[config.mk]
export PLATFORM = sky130hd
export DESIGN_NAME = ifetch_tag_stage
export DESIGN_NICKNAME = d
export VERILOG_FILES = /design/src/rtl/ifetch_tag_stage_pkg.sv /design/src/rtl/ift_rr_arbiter.sv /design/src/rtl/ifetch_tag_stage.sv
export SDC_FILE = /design/constraint.sdc
export NUM_CORES = 1
export LEC_CHECK = 0
export ABC_AREA = 0
export CAP_MARGIN = 20
export CORE_MARGIN = 2
export CORE_UTILIZATION = 50
export DETAILED_ROUTE_END_ITERATION = 16
export PLACE_DENSITY = 0.7
export SYNTH_ARGS = -nofsm -noshare
export SYNTH_HDL_FRONTEND = slang
export SYNTH_HIERARCHICAL = 1
export SYNTH_SLANG_ARGS = --single-unit
[constraint.sdc]
create_clock -name clk -period 13.3 [get_ports clk]
set_input_delay 2.66 -clock clk [delete_from_list [all_inputs] [get_ports clk]]
set_output_delay 2.66 -clock clk [all_outputs]
set_load 0.005 [all_outputs]
[src/rtl/ifetch_tag_stage_pkg.sv]
// Shared core constants and types for the instruction fetch tag stage.
// Bus layout: {pc, warp_idx}, PC in the MSBs.
package ifetch_tag_stage_pkg;

   localparam int NUM_WARP_PER_CORE        = 4;
   localparam int NUM_WARP_PER_CORE_LOG    = 2;
   localparam int ADDR_WIDTH               = 32;
   localparam int L1_CACHE_LINE_OFFSET_LOG = 6;
   localparam int L1_CACHE_NUM_SETS_LOG    = 6;
   localparam int IFT_TO_IFD_BUS_WIDTH     = ADDR_WIDTH + NUM_WARP_PER_CORE_LOG;

   typedef logic [NUM_WARP_PER_CORE_LOG-1:0] warp_idx_t;
   typedef logic [NUM_WARP_PER_CORE-1:0]     warp_mask_t;
   typedef logic [ADDR_WIDTH-1:0]            addr_t;
   typedef logic [L1_CACHE_NUM_SETS_LOG-1:0] set_idx_t;

   typedef struct packed {
      addr_t     pc;
      warp_idx_t warp_idx;
   } ift_to_ifd_t;

   localparam addr_t PC_STEP = addr_t'(4);

   function automatic set_idx_t pc_to_set_idx(input addr_t pc);
      return pc[L1_CACHE_LINE_OFFSET_LOG +: L1_CACHE_NUM_SETS_LOG];
   endfunction

endpackage

[src/rtl/ift_rr_arbiter.sv]
// Round-robin warp arbiter: searches from last_grant+1 with wrap, purely combinational.
// last_grant_nxt carries the pointer the owner should register when upd_en is high.
module ift_rr_arbiter
   import ifetch_tag_stage_pkg::*;
(
   input  warp_mask_t req,
   input  warp_idx_t  last_grant,
   input  logic       upd_en,
   output warp_idx_t  grant_idx,
   output logic       grant_any,
   output warp_idx_t  last_grant_nxt
);

   warp_idx_t cand;

   // First requester after last_grant wins; grant_idx stays 0 when nobody requests.
   always_comb begin
      grant_idx = '0;
      grant_any = 1'b0;
      cand      = '0;
      for (int i = 1; i <= NUM_WARP_PER_CORE; i++) begin
         cand = warp_idx_t'((int'(last_grant) + i) % NUM_WARP_PER_CORE);
         if (!grant_any && req[cand]) begin
            grant_any = 1'b1;
            grant_idx = cand;
         end
      end
   end

   assign last_grant_nxt = upd_en ? grant_idx : last_grant;

endmodule

[src/rtl/ifetch_tag_stage.sv]
// Instruction fetch tag stage: per-warp PC/sleep state, round-robin warp pick, icache set read.
// Define IFETCH_TAG_ASSERT_EN to compile in simulation assertions.
module ifetch_tag_stage
   import ifetch_tag_stage_pkg::*;
(
   input  logic                             clk,
   input  logic                             rst_n,
   input  logic [NUM_WARP_PER_CORE-1:0]     warp_en_bitmap,
   input  logic                             ifd_allowin,
   input  logic                             ifd_cache_miss,
   input  logic                             ifd_near_miss,
   input  logic [NUM_WARP_PER_CORE_LOG-1:0] ifd_cache_miss_warp_idx,
   input  logic [NUM_WARP_PER_CORE-1:0]     l2i_to_ift_wake_bitmap,
   input  logic                             wb_rollback_en,
   input  logic [NUM_WARP_PER_CORE_LOG-1:0] wb_rollback_warp_idx,
   input  logic [ADDR_WIDTH-1:0]            wb_rollback_pc,
   output logic                             ift_to_ifd_valid,
   output logic [IFT_TO_IFD_BUS_WIDTH-1:0]  ift_to_ifd_bus,
   output logic                             ift_to_icache_fetch_en,
   output logic [L1_CACHE_NUM_SETS_LOG-1:0] ift_to_icache_fetch_set_idx
);

   addr_t       pc_q [NUM_WARP_PER_CORE];
   addr_t       pc_nxt [NUM_WARP_PER_CORE];
   warp_mask_t  sleep_q;
   warp_mask_t  sleep_nxt;
   warp_idx_t   last_grant_q;
   warp_idx_t   last_grant_nxt;
   addr_t       last_issued_pc_q;

   warp_mask_t  eligible;
   warp_mask_t  miss_hit;
   warp_mask_t  rb_hit;
   warp_idx_t   grant_idx;
   logic        grant_any;
   logic        miss_or_near;
   logic        transfer;
   addr_t       grant_pc;
   ift_to_ifd_t bus;

   assign miss_or_near = ifd_cache_miss | ifd_near_miss;

   // Warps being restored or redirected this cycle are masked so their stale PC is never issued.
   // Gating with rst_n keeps valid low and the bus on warp 0 while reset is held.
   always_comb begin
      eligible = '0;
      miss_hit = '0;
      rb_hit   = '0;
      for (int w = 0; w < NUM_WARP_PER_CORE; w++) begin
         miss_hit[w] = miss_or_near && (ifd_cache_miss_warp_idx == warp_idx_t'(w));
         rb_hit[w]   = wb_rollback_en && (wb_rollback_warp_idx == warp_idx_t'(w));
         eligible[w] = rst_n & warp_en_bitmap[w] & ~sleep_q[w] & ~miss_hit[w] & ~rb_hit[w];
      end
   end

   ift_rr_arbiter u_arb (
      .req            (eligible),
      .last_grant     (last_grant_q),
      .upd_en         (transfer),
      .grant_idx      (grant_idx),
      .grant_any      (grant_any),
      .last_grant_nxt (last_grant_nxt)
   );

   // Handshake: a fetch moves to the data stage in any cycle where ift_to_ifd_valid and
   // ifd_allowin are both high; valid is recomputed each cycle from eligibility and may drop
   // without a transfer (enable cleared, miss, rollback), in which case no state moves.
   assign transfer = grant_any & ifd_allowin;
   assign grant_pc = pc_q[grant_idx];

   assign bus.pc       = grant_pc;
   assign bus.warp_idx = grant_idx;

   assign ift_to_ifd_valid            = grant_any;
   assign ift_to_ifd_bus              = bus;
   assign ift_to_icache_fetch_en      = transfer;
   assign ift_to_icache_fetch_set_idx = pc_to_set_idx(grant_pc);

   // Per-warp PC priority: writeback redirect, then miss restore, then fetch increment.
   always_comb begin
      for (int w = 0; w < NUM_WARP_PER_CORE; w++) begin
         pc_nxt[w] = pc_q[w];
         if (rb_hit[w])
            pc_nxt[w] = wb_rollback_pc;
         else if (miss_hit[w])
            pc_nxt[w] = last_issued_pc_q;
         else if (transfer && (grant_idx == warp_idx_t'(w)))
            pc_nxt[w] = pc_q[w] + PC_STEP;
      end
   end

   // Only a real miss sleeps the warp; a wake in the same cycle wins.
   always_comb begin
      sleep_nxt = (sleep_q | (miss_hit & {NUM_WARP_PER_CORE{ifd_cache_miss}}))
                  & ~l2i_to_ift_wake_bitmap;
   end

   always_ff @(posedge clk or negedge rst_n) begin
      if (!rst_n) begin
         for (int w = 0; w < NUM_WARP_PER_CORE; w++)
            pc_q[w] <= '0;
         sleep_q          <= '0;
         last_grant_q     <= warp_idx_t'(NUM_WARP_PER_CORE - 1);
         last_issued_pc_q <= '0;
      end else begin
         for (int w = 0; w < NUM_WARP_PER_CORE; w++)
            pc_q[w] <= pc_nxt[w];
         sleep_q      <= sleep_nxt;
         last_grant_q <= last_grant_nxt;
         if (transfer)
            last_issued_pc_q <= grant_pc;
      end
   end

`ifdef IFETCH_TAG_ASSERT_EN
   warp_mask_t grant_onehot;
   assign grant_onehot = warp_mask_t'(1) << grant_idx;

   always_ff @(posedge clk) begin
      if (rst_n) begin
         if (ift_to_ifd_valid)
            assert ($onehot(grant_onehot & eligible))
               else $error("ift: grant not one-hot/eligible");
         assert (!(ifd_cache_miss && ifd_near_miss))
            else $error("ift: miss and near miss together");
         if (ifd_cache_miss)
            assert (!sleep_q[ifd_cache_miss_warp_idx])
               else $error("ift: miss on sleeping warp");
      end
   end
`endif

endmodule

==> results_dict.tcl <==
set metrics [dict create \
    outcome "complete, no violations" \
    finalSetupViolCount 0 \
    use_met1_pct 53.3 \
    fin_crit_sh_pct 75.5 \
    r2r_start "sleep_q[1]$_DFF_PN0_" \
    avgRoutedWirePerCell_microns 27.5 \
    worstMarginPinSlew_ns 1.02 \
    cts_setup_buffers 0 \
    drt_iter0_drc 1812 \
    overflow 0 \
    syn_inst 1253 \
    use_met3_pct 12.3 \
    path_cells "clkdlybuf4s50_1 -> o21ai_1 -> nand2b_1 -> nand2_1 -> nor3_1 -> nand2b_1 -> a21o_1 -> nand3_2 -> buf_4 -> mux4_2 -> clkdlybuf4s50_1" \
    fin_tns_setup_ns 0 \
    period_minus_slack_ns 10.04 \
    syn-mean-instance-area_sq_um 8.96 \
    ys_ff_latch 166 \
    grt_first_pass_wirelength_mm 66.2 \
    diodes 0 \
    crit_family "simple AND/OR/NAND/NOR gates" \
    drc 0 \
    ctsHoldBuffers 0 \
    p_per_area_nw_per_um2 192 \
    critPathKind "in2out" \
    synth_edf_count 0 \
    cts_resized 0 \
    final_nets 1348 \
    min_from "last_grant_q[0]$_DFF_PN1_" \
    grt_pass1_vias 10408 \
    cts_made_buffers 17 \
    max-clock-path-buffers 2 \
    track_usage_pct 37.2 \
    yosysTopAreaCell "dfrtp_1" \
    fp.coreArea_sq_um 22000 \
    die_h_microns 154 \
    async_reset_ff_share_pct 100 \
    syn-num-nets 1307 \
    via_count 11346 \
    cts_root_buf "clkbuf_16" \
    drv_cap 0 \
    initial_utilization_pct 51.1 \
    r2r_setup_slack_ns 9.29 \
    htreeDepth 4 \
    worstPathMaxFanout 39 \
    slew_viol_final 0 \
    ant_nets 0 \
    critPathArrivalTime_ns 7.38 \
    nFillCells 1908 \
    die_w_microns 154 \
    cp-end-kind "output port" \
    critPathSlowestCell "clkdlybuf4s50_1" \
    layout_common_cells "dfrtp_1, nor2_1, nand2_1" \
    synth_top_area_share_pct 36.6 \
    gr-usage-met2_pct 53.0 \
    fin_skew_ns 0.0128 \
    slew_headroom_pct 31.3 \
    drt-total-wl_mm 43.6 \
    worst_ir_drop_vdd_uv 77.7 \
    via_per_inst 7.15 \
    crit_buf_inv 3 \
    io_pins 92 \
    start_kind "primary input" \
    r2r_cells 9 \
    ys.flop_type "dfrtp_1" \
    ys_types 81 \
    fp.dieArea_sq_um 23700 \
    whs_endpoint "last_grant_q[0]$_DFF_PN1_" \
    area_growth_pct 14.4 \
    finalPower_mw 2.46 \
    grt_max_degree 101 \
    required_ns 10.64 \
    final_hold_viol_count 0 \
    clkSinkCount 166 \
    core.rowCount 54 \
    cts_tree "yes" \
    rsz0062_at_grt "no" \
    synth_warnings 6 \
    min_path_cells 2 \
    hp-class "reg2reg" \
    grt-busiest-layer "met1" \
    firstDrtPassIters 6 \
    max_freq_mhz 99.6 \
    netlist_area_sq_um 11200 \
    antenna_found_initial 2 \
    final_common_cell "dfrtp_1" \
    clock_latency_ns 0.44 \
    yosysSeqAreaShare_pct 37.0 \
    dpl.hpwl_mm 31.5 \
    regToRegEndpoint "pc_q[16]$_DFFE_PN0P_" \
    clkTransAtPathRegs_ns 0.07 \
    ys_top_cells_by_area "dfrtp_1, mux4_2, nor2_1" \
    port_buffers 91 \
    finalWeightedCongestion 1.00 \
    leakagePower_nw 4.80 \
    final_layout_size_suffix_gt1_share_pct 10.2 \
    slowest_delay_ns 0.62 \
]
-- kinds of logic after synthesis --
group | after synthesis | synth area share [%]
and+or+nand+nor | 494 | 21.4
AOI/OAI and AO/OA | 327 | 19.7
DFF | 166 | 37.0
buffers and inverters | 100 | 4.06
xor gates and xnor gates | 95 | 7.41
muxes | 67 | 9.98
adders and majority gates | 4 | 0.446
-- power breakdown --
| part | switching, mW | leakage, nW | internal [mW] |
|---|---|---|---|
| sequential | 0.400 | 1.96 | 0.683 |
| combinational | 0.384 | 2.54 | 0.472 |
| clock | 0.214 | 0.294 | 0.310 |
-- worst max path at each step --
stage	start	endpoint	slack [ns]	depth (start not counted)
finish	ifd_cache_miss	ift_to_ifd_bus[33]	3.26	11
global route	ifd_cache_miss	ift_to_ifd_bus[33]	3.10	11
CTS	ifd_cache_miss	ift_to_ifd_bus[33]	3.44	11
detailed placement	ifd_cache_miss	ift_to_ifd_bus[33]	3.49	11
global placement	ifd_cache_miss	ift_to_ifd_bus[33]	3.65	11
floorplan	ifd_cache_miss	ift_to_ifd_bus[11]	4.99	11
-- Yosys cell counts (4+ instances only) --
| library cell | n |
|---|---|
| xnor2_1 | 52 |
| o21ai_0 | 48 |
| clkbuf_1 | 56 |
| inv_1 | 11 |
| nand4_1 | 36 |
| and4_1 | 14 |
| xor2_1 | 43 |
| a211oi_1 | 8 |
| mux4_2 | 31 |
| a221oi_1 | 46 |
| ha_1 | 4 |
| and2_1 | 10 |
| mux2_2 | 33 |
| a211o_1 | 11 |
| a22oi_1 | 15 |
| nor4_1 | 18 |
| nand3_1 | 51 |
| nand2_1 | 129 |
| a21oi_1 | 58 |
| nor3_1 | 35 |
| buf_1 | 9 |
| or3_1 | 7 |
| nor2_1 | 145 |
| o31a_1 | 4 |
| o21ai_1 | 9 |
| a21o_1 | 4 |
| o211ai_1 | 15 |
| dfrtp_1 | 164 |
| buf_4 | 7 |
| a31oi_1 | 20 |
| buf_2 | 12 |
| and3_1 | 22 |
| o22ai_1 | 51 |
-- flip-flops by register name, indices dropped and copies added (netlist names) --
register	cells
last_grant_q	2
last_issued_pc_q	32
pc_q	128
sleep_q	4
-- worst min-delay path, stage by stage (launching register included) --
cell and delay [ns]:
dfstp_2 0.37, nor2_1 0.10, a41oi_1 0.05
-- metrics by stage --
step	setup slack, ns	area [sq um]	hold slack, ns	cells	utilization (%)
floorplan	4.99	11200	0.464	1253	-
global placement	3.65	12200	0.508	1554	55.7
detailed placement	3.49	12200	0.507	1554	55.7
CTS	3.44	12800	0.524	1586	58.5
global route	3.10	12800	0.555	1587	58.5
finish	3.26	12800	0.531	1587	58.5
-- cell type report --
cell class                 instances  area (sq um)  area share (%)
clock buffer                      24           482            3.75
clock inverter                     8           121           0.945
inverter                          11          41.3           0.321
multi-input combinational        987          6640            51.6
sequential                       166          4160            32.3
tap                              280           350            2.73
timing repair buffer             111          1060            8.27
-- per-layer routing --
metal | part of all wire (%) | vias to the layer above
met3 | 15 | 133
met4 | 3.7 | 2
met2 | 42 | 892
li1 | - | 4825
met5 | 0.037 | -
met1 | 39 | 5494
No activity file was read; power rests on OpenSTA's default activity.
